$ cat src/rtl/pipe_stage_reg.sv
// pipe_stage_reg: a registered valid/ready pipeline stage for control and data payloads.
// The outputs come straight from registers, and outCtrl/outData read zero while the stage is empty.
// stallCount saturates and counts the cycles where the stage holds an entry
// that downstream refuses. A flush squashes every held entry.
//
// Build option: define PIPE_STAGE_SKID_EN to add a second (skid) entry.
//   - With the skid entry, inReady comes from a register, so no combinational ready path crosses the stage.
//   - Without it, the stage holds one entry and inReady = !outValid || outReady.

module pipe_stage_reg #(
    parameter int DATA_WIDTH      = 32,
    parameter int CTRL_WIDTH      = 16,
    parameter int STALL_CNT_WIDTH = 16
) (
    input  logic                       clk,
    input  logic                       rst,
    input  logic                       flush,
    input  logic                       inValid,
    output logic                       inReady,
    input  logic [CTRL_WIDTH-1:0]      inCtrl,
    input  logic [DATA_WIDTH-1:0]      inData,
    output logic                       outValid,
    input  logic                       outReady,
    output logic [CTRL_WIDTH-1:0]      outCtrl,
    output logic [DATA_WIDTH-1:0]      outData,
    output logic [STALL_CNT_WIDTH-1:0] stallCount
);

    localparam logic [STALL_CNT_WIDTH-1:0] STALL_ONE = STALL_CNT_WIDTH'(1'b1);
    localparam logic [STALL_CNT_WIDTH-1:0] STALL_MAX = {STALL_CNT_WIDTH{1'b1}};

    // Saturating increment: once the counter reaches all-ones it stays there.
    function automatic logic [STALL_CNT_WIDTH-1:0] satIncrement(
        input logic [STALL_CNT_WIDTH-1:0] value
    );
        if (value == STALL_MAX) begin
            return value;
        end else begin
            return value + STALL_ONE;
        end
    endfunction

    // Main entry: this is what the stage presents downstream.
    logic                       mainValid_r;
    logic [CTRL_WIDTH-1:0]      mainCtrl_r;
    logic [DATA_WIDTH-1:0]      mainData_r;
    logic                       mainValidNext_s;
    logic [CTRL_WIDTH-1:0]      mainCtrlNext_s;
    logic [DATA_WIDTH-1:0]      mainDataNext_s;

    logic [STALL_CNT_WIDTH-1:0] stallCount_r;
    logic [STALL_CNT_WIDTH-1:0] stallNext_s;

    assign outValid   = mainValid_r;
    assign outCtrl    = mainCtrl_r;
    assign outData    = mainData_r;
    assign stallCount = stallCount_r;

    // Stall counter next value. A flush freezes the count, even on a cycle that is also stalled.
    always_comb begin
        stallNext_s = stallCount_r;
        if (flush) begin
            stallNext_s = stallCount_r;
        end else if (mainValid_r && !outReady) begin
            stallNext_s = satIncrement(stallCount_r);
        end else begin
            stallNext_s = stallCount_r;
        end
    end

    // Stall counter register. Reset clears it.
    always_ff @(posedge clk) begin
        if (rst) begin
            stallCount_r <= '0;
        end else begin
            stallCount_r <= stallNext_s;
        end
    end

`ifdef PIPE_STAGE_SKID_EN

    typedef enum logic [1:0] {
        EMPTY = 2'd0,
        ONE   = 2'd1,
        TWO   = 2'd2
    } stageState_t;

    stageState_t            state_r;
    stageState_t            stateNext_s;
    logic                   inReady_r;
    logic                   inReadyNext_s;
    logic [CTRL_WIDTH-1:0]  skidCtrl_r;
    logic [DATA_WIDTH-1:0]  skidData_r;
    logic [CTRL_WIDTH-1:0]  skidCtrlNext_s;
    logic [DATA_WIDTH-1:0]  skidDataNext_s;
    logic                   accept_s;
    logic                   deliver_s;

    assign inReady   = inReady_r;
    assign accept_s  = inValid && inReady_r;
    assign deliver_s = mainValid_r && outReady;

    // Next-state and next-entry logic. Flush beats both accept and deliver.
    // The skid slot is only filled while main is held, so a single deliver
    // always promotes skid to main.
    always_comb begin
        stateNext_s     = state_r;
        mainValidNext_s = mainValid_r;
        mainCtrlNext_s  = mainCtrl_r;
        mainDataNext_s  = mainData_r;
        skidCtrlNext_s  = skidCtrl_r;
        skidDataNext_s  = skidData_r;
        if (flush) begin
            stateNext_s     = EMPTY;
            mainValidNext_s = 1'b0;
            mainCtrlNext_s  = '0;
            mainDataNext_s  = '0;
            skidCtrlNext_s  = '0;
            skidDataNext_s  = '0;
        end else begin
            case (state_r)
                EMPTY: begin
                    if (accept_s) begin
                        stateNext_s     = ONE;
                        mainValidNext_s = 1'b1;
                        mainCtrlNext_s  = inCtrl;
                        mainDataNext_s  = inData;
                    end else begin
                        stateNext_s = EMPTY;
                    end
                end
                ONE: begin
                    if (accept_s && deliver_s) begin
                        stateNext_s     = ONE;
                        mainCtrlNext_s  = inCtrl;
                        mainDataNext_s  = inData;
                    end else if (accept_s) begin
                        stateNext_s    = TWO;
                        skidCtrlNext_s = inCtrl;
                        skidDataNext_s = inData;
                    end else if (deliver_s) begin
                        stateNext_s     = EMPTY;
                        mainValidNext_s = 1'b0;
                        mainCtrlNext_s  = '0;
                        mainDataNext_s  = '0;
                    end else begin
                        stateNext_s = ONE;
                    end
                end
                TWO: begin
                    if (deliver_s) begin
                        stateNext_s    = ONE;
                        mainCtrlNext_s = skidCtrl_r;
                        mainDataNext_s = skidData_r;
                        skidCtrlNext_s = '0;
                        skidDataNext_s = '0;
                    end else begin
                        stateNext_s = TWO;
                    end
                end
                default: begin
                    // An unreachable encoding recovers to an empty, zeroed stage.
                    stateNext_s     = EMPTY;
                    mainValidNext_s = 1'b0;
                    mainCtrlNext_s  = '0;
                    mainDataNext_s  = '0;
                    skidCtrlNext_s  = '0;
                    skidDataNext_s  = '0;
                end
            endcase
        end
        inReadyNext_s = (stateNext_s != TWO);
    end

    // State, entry and registered-ready flops.
    always_ff @(posedge clk) begin
        if (rst) begin
            state_r     <= EMPTY;
            inReady_r   <= 1'b1;
            mainValid_r <= 1'b0;
            mainCtrl_r  <= '0;
            mainData_r  <= '0;
            skidCtrl_r  <= '0;
            skidData_r  <= '0;
        end else begin
            state_r     <= stateNext_s;
            inReady_r   <= inReadyNext_s;
            mainValid_r <= mainValidNext_s;
            mainCtrl_r  <= mainCtrlNext_s;
            mainData_r  <= mainDataNext_s;
            skidCtrl_r  <= skidCtrlNext_s;
            skidData_r  <= skidDataNext_s;
        end
    end

`else

    logic inReady_s;
    logic accept_s;
    logic deliver_s;

    assign inReady_s = !mainValid_r || outReady;
    assign inReady   = inReady_s;
    assign accept_s  = inValid && inReady_s;
    assign deliver_s = mainValid_r && outReady;

    // Single-entry next value. Flush wins. An accept also covers a same-cycle
    // deliver, because the new entry replaces the one leaving. A lone deliver
    // empties the stage and zeroes its payload.
    always_comb begin
        mainValidNext_s = mainValid_r;
        mainCtrlNext_s  = mainCtrl_r;
        mainDataNext_s  = mainData_r;
        if (flush) begin
            mainValidNext_s = 1'b0;
            mainCtrlNext_s  = '0;
            mainDataNext_s  = '0;
        end else if (accept_s) begin
            mainValidNext_s = 1'b1;
            mainCtrlNext_s  = inCtrl;
            mainDataNext_s  = inData;
        end else if (deliver_s) begin
            mainValidNext_s = 1'b0;
            mainCtrlNext_s  = '0;
            mainDataNext_s  = '0;
        end else begin
            mainValidNext_s = mainValid_r;
        end
    end

    // Entry flops.
    always_ff @(posedge clk) begin
        if (rst) begin
            mainValid_r <= 1'b0;
            mainCtrl_r  <= '0;
            mainData_r  <= '0;
        end else begin
            mainValid_r <= mainValidNext_s;
            mainCtrl_r  <= mainCtrlNext_s;
            mainData_r  <= mainDataNext_s;
        end
    end

`endif

endmodule

$ cat config.mk
export PLATFORM = sky130hd
export DESIGN_NAME = pipe_stage_reg
export DESIGN_NICKNAME = d
export VERILOG_FILES = /design/src/rtl/pipe_stage_reg.sv
export SDC_FILE = /design/constraint.sdc
export NUM_CORES = 1
export LEC_CHECK = 0
export BUFFER_PORTS_ARGS = -buffer_cell sky130_fd_sc_hd__buf_2
export CAP_MARGIN = 20
export CORE_ASPECT_RATIO = 1.1
export CORE_MARGIN = 2
export CORE_UTILIZATION = 45
export CTS_CLUSTER_SIZE = 40
export DETAILED_ROUTE_END_ITERATION = 7
export PLACE_DENSITY = 0.84
export SLEW_MARGIN = 20
export SYNTH_ARGS = -nofsm -noshare
export SYNTH_HDL_FRONTEND = slang
export SYNTH_SLANG_ARGS = --single-unit
$ cat constraint.sdc
create_clock -name clk -period 4 [get_ports clk]
set_input_delay 0.8 -clock clk [delete_from_list [all_inputs] [get_ports clk]]
set_output_delay 0.8 -clock clk [all_outputs]
set_load 0.1 [all_outputs]
Word level (Yosys, flattened, before mapping)
Cells that the tools add are included.
Widths: inputs -> output; s select.

storage, ports and cells
  RAM bits = 0
  memories kept = 0
  output and inout port bits = 66
  input port bits = 53
  flip-flop bits (word level) = 65
  ROM bits = 0
  latch bits = 0
  logic and storage cells = 23

operators by class
  equality and inequality tests = 1
  bitwise operators = 2
  $mul = 0
  reductions and logical operators = 9
  divide/modulo/power cells = 0
  magnitude comparators = 0
  shift-type cells = 0
  add/subtract/negate cells = 1
  multiplexer cells = 6

operators with widths
  kind                   count
  $mux 32                2
  $mux 16                2
  $add 16x1->16 const B  1
  $eq 16x16->1 const B   1
  $logic_and 1x1->1      3
  $reduce_and 3->1       1
  $logic_not 1->1        2
  $mux 1                 2
  $not 1->1              2
  $reduce_bool 2->1      1
  $reduce_or 2->1        1
  $logic_or 1x1->1       1

Longest topological paths before layout
  word-level depth = 4
  mapped depth = 6
  depth with buffers taken out = 5

Least setup slack after synthesis
OpenSTA, ideal clock, no wires.

  path type = reg2reg
  start = reg mainValid_r (netlist: outValid)
  end = reg mainData_r[20] (netlist: outData[20])
  path slack = 1.252 ns
  clock period less this slack = 2.748 ns
  library setup time = 0.128 ns
  arrival time = 2.620 ns
  stages on the path, launching flop included = 7
  buffers on the path = 2
  required time = 3.872 ns
  cells stage by stage = dfxtp_1 -> or2b_1 -> and2_1 -> clkbuf_1 -> buf_1 -> a22oi_1 -> nor2_1

on the way
  word-level cells in the longest chain between the ends = 4

RTL lines
  item                                                 line  source
  start: declaration                                   44    logic mainValid_r;
  start signal: assignment                             238   mainValid_r <= mainValidNext_s;
  $logic_not 1->1 (*)                                  202   assign inReady_s = !mainValid_r || outReady;
  $logic_or 1x1->1 (*)                                 202
  via inReady                                          19    output logic inReady,
  $logic_and 1x1->1 (*)                                204   assign accept_s = inValid && inReady_s;
  $mux 32 / $reduce_bool 2->1 (equally long branches)  --
  end signal: assignment                               240   mainData_r <= mainDataNext_s;
  end: declaration                                     46    logic [DATA_WIDTH-1:0] mainData_r;

The timed path passes the listed nets; every way through them passes the cells marked *.
A chain may end at the register's enable or synchronous reset.

Final worst setup path
  start = in outReady
  end = out inReady

on the way
  word-level cells in the longest chain between the ends = 1

RTL lines
  item                line  source
  start: declaration  23    input logic outReady,
  $logic_or 1x1->1    202
  end: declaration    19

Every way passes these cells.

==> results.yml <==
floorplanning:
  dieHeight_um: 81.9
  die_area_um2: 6130
  start_util_pct: 46.4
  core_area_um2: 5360
  ioPinCount: 119
  rows: 28
  die_w_um: 74.9
setup_path:
  cp.arrival_ps: 1530
  cp_data_required_time_ps: 3200
  r2r_cells: 4
  r2r_start: "outValid$_SDFFE_PP0P_"
  start_kind: "primary input"
  critPathKind: "in -> out"
  r2r_slack_ps: 1980
  cp-end-kind: "output port"
  crit_fanout: 4
  reg2reg_to: "stallCount[13]$_SDFFE_PP0P_"
timing:
  fmax_mhz: 430
  finalCriticalPeriod_ps: 2330
  setup_viol: 0
  maxSlewViolCount: 0
  rsz0062_at_grt: "no"
  setup_tns_ps: 0
  finClkSkew_ps: 7.33
  relSlewSlack_pct: 40.7
  worst_pin_slew_ps: 890
  fin_ws_ps: 1670
  hold_viol: 0
  min_period_over_period_pct: 58.2
grt:
  groute.usage.overall_pct: 19.9
  antenna_found_initial: 0
  grt.overflow.total: 0
  grt_pass1_wl_um: 9410
  grt_pass1_vias: 2145
  grt_max_degree: 50
synthesis:
  synthArstFlopShare_pct: 0
  ys_types: 34
  syn_inst: 272
  synth-edff-count: 0
  syn_area_um2: 2480
  postSynthNetCount: 326
  ys_ff_latch: 65
  seq_area_frac_synth_pct: 52.4
  syn_area_per_cell_um2: 9.14
  synth_warnings: 0
  synth_ff_type: "dfxtp_1"
routing:
  post-route-drc-count: 0
  ant_nets: 0
  dr_wl_met2_um: 2960
  drtIter0Drc: 183
  viasPerCell: 5.34
  wl_um: 6150
  wl_per_cell_um: 13.3
  routed-wl-met3_um: 494
  wl_met1_um: 2630
  firstDrtPassIters: 5
  top_layer: "met4"
  vias: 2473
cts:
  cts_buffers: 9
  htreeDepth: 3
  cts_sinks: 65
  cts-root-buf: "clkbuf_8"
  cts_tree: "yes"
  cts_setup_buffers: 0
  clock_path_buffers: 2
  clk_pin_slew_ps: 60
  clk_latency_ps: 330
  ctsResizeCount: 0
  cts_hold_buf: 0
power_and_ir_drop:
  p_leak_nw: 1.47
  p_per_area_nw_per_um2: 436
  ir_drop_v: 0.000270
  power_w: 0.00145
placed_design:
  dpl.hpwl_um: 4290
  dpl_cell_area_um2: 3130
  place_ws_ps: 1550
  gp_congestion: 0.796
  io_buffers: 118
worst_hold_path:
  whs_path_depth: 2
  hold_end: "outCtrl[6]$_SDFFE_PP0P_"
  min-delay-start: "outCtrl[6]$_SDFFE_PP0P_"
  min-delay-path-class: "reg -> reg"
layout:
  antennaDiodeCount: 0
  drive_above_1_share_pct: 35.8
  design_area_um2: 3320
  syn_to_final_growth_pct: 33.7
  final_nets: 438
run_status:
  status: "complete, no violations"
job:
  maxCapViolations: 0
synth_stat cells, types with 2 or more instances:
cell      instances  area (um2)
dfxtp_1          65        1300
nor2_1           52         195
a22oi_1          48         360
clkbuf_1         16        60.1
a21oi_1          12        60.1
or3_1             9        56.3
o21ai_0           8        40.0
nand4_1           7        43.8
nand2_1           5        18.8
nand3_1           5        25.0
inv_1             4        15.0
nor4_1            4        25.0
or4_1             4        30.0
and4_1            3        26.3
buf_1             3        11.3
nor2b_1           3        18.8
o31ai_1           3        22.5
mux2_1            2        22.5
mux2i_1           2        20.0
nand2b_1          2        12.5
nor4b_1           2        17.5
flip-flops by register name, indices dropped and copies added, names as in the netlist:
name and cells:
stallCount 16, outCtrl 16, outValid 1, outData 32
cell type report:
cell class                      instances  area [um2]
Tap cell                               75        93.8
Inverter                                4        15.0
Sequential cell                        65        1300
Timing Repair Buffer                  121         613
Clock inverter                          3        40.0
Fill cell                             510        2040
Multi-Input combinational cell        183        1100
Clock buffer                           12         155
placed cells by master, fill, tap and decap left out, types with 2 or more instances in the layout:
cell | synthesis | final
buf_2 | 1 | 118
dfxtp_1 | 65 | 65
nor2_1 | 52 | 52
a22oi_1 | 48 | 48
a21oi_1 | 12 | 12
clkbuf_8 | 0 | 11
or3_1 | 9 | 9
o21ai_0 | 8 | 8
nand4_1 | 7 | 7
nand2_1 | 5 | 5
nand3_1 | 5 | 5
inv_1 | 4 | 4
nor4_1 | 4 | 4
or4_1 | 4 | 4
nor2b_1 | 3 | 3
and4_1 | 3 | 3
o31ai_1 | 3 | 3
buf_4 | 0 | 3
nor4b_1 | 2 | 2
mux2_1 | 2 | 2
nand2b_1 | 2 | 2
clkinv_2 | 0 | 2
power by group:
group / switching, W / total, W / internal (W)
Combinational: 0.000175 / 0.000230 / 0.0000543
Clock: 0.000230 / 0.000546 / 0.000317
Sequential: 0.00000886 / 0.000672 / 0.000663
Total: 0.000414 / 0.00145 / 0.00103
metal layers:
metal | vias up | global-route usage, %
met2 | 110 | 31.6
li1 | 1216 | -
met5 | - | 0
met1 | 1141 | 24.5
met4 | 0 | 7.86
met3 | 6 | 7.12
logic make-up after synthesis:
| group | after synthesis | share of synthesized area (%) |
|---|---|---|
| flops | 65 | 52.4 |
| compound gates | 74 | 20.3 |
| fa+ha+maj | 1 | 0.503 |
| mux | 5 | 2.17 |
| simple gates | 103 | 21.0 |
| buf+inv | 24 | 3.68 |
worst max-delay path by stage:
| stage | end | cells past startpoint | start | slack, ps |
|---|---|---|---|---|
| after floorplan | outData[20]$_SDFFE_PP0P_ | 6 | outValid$_SDFFE_PP0P_ | 1250 |
| after global placement | stallCount[8]$_SDFFE_PP0P_ | 5 | outReady | 1620 |
| after detailed placement | stallCount[13]$_SDFFE_PP0P_ | 5 | outReady | 1550 |
| after CTS | inReady | 3 | outReady | 1680 |
| after global routing | inReady | 3 | outReady | 1630 |
| final | inReady | 3 | outReady | 1670 |
worst max-delay path, stage by stage:
cell and delay [ps]:
buf_2 150, or2b_1 150, buf_2 430
per-stage QoR:
stage | instances | hold slack (ps) | util, %
global route | 463 | 516 | 62.0
global placement | 448 | 473 | 58.4
floorplan | 272 | 929 | -
finish | 463 | 495 | 62.0
CTS | 463 | 499 | 62.0
detailed placement | 448 | 477 | 58.4
Note: power is estimated with default switching activity, not from simulation.
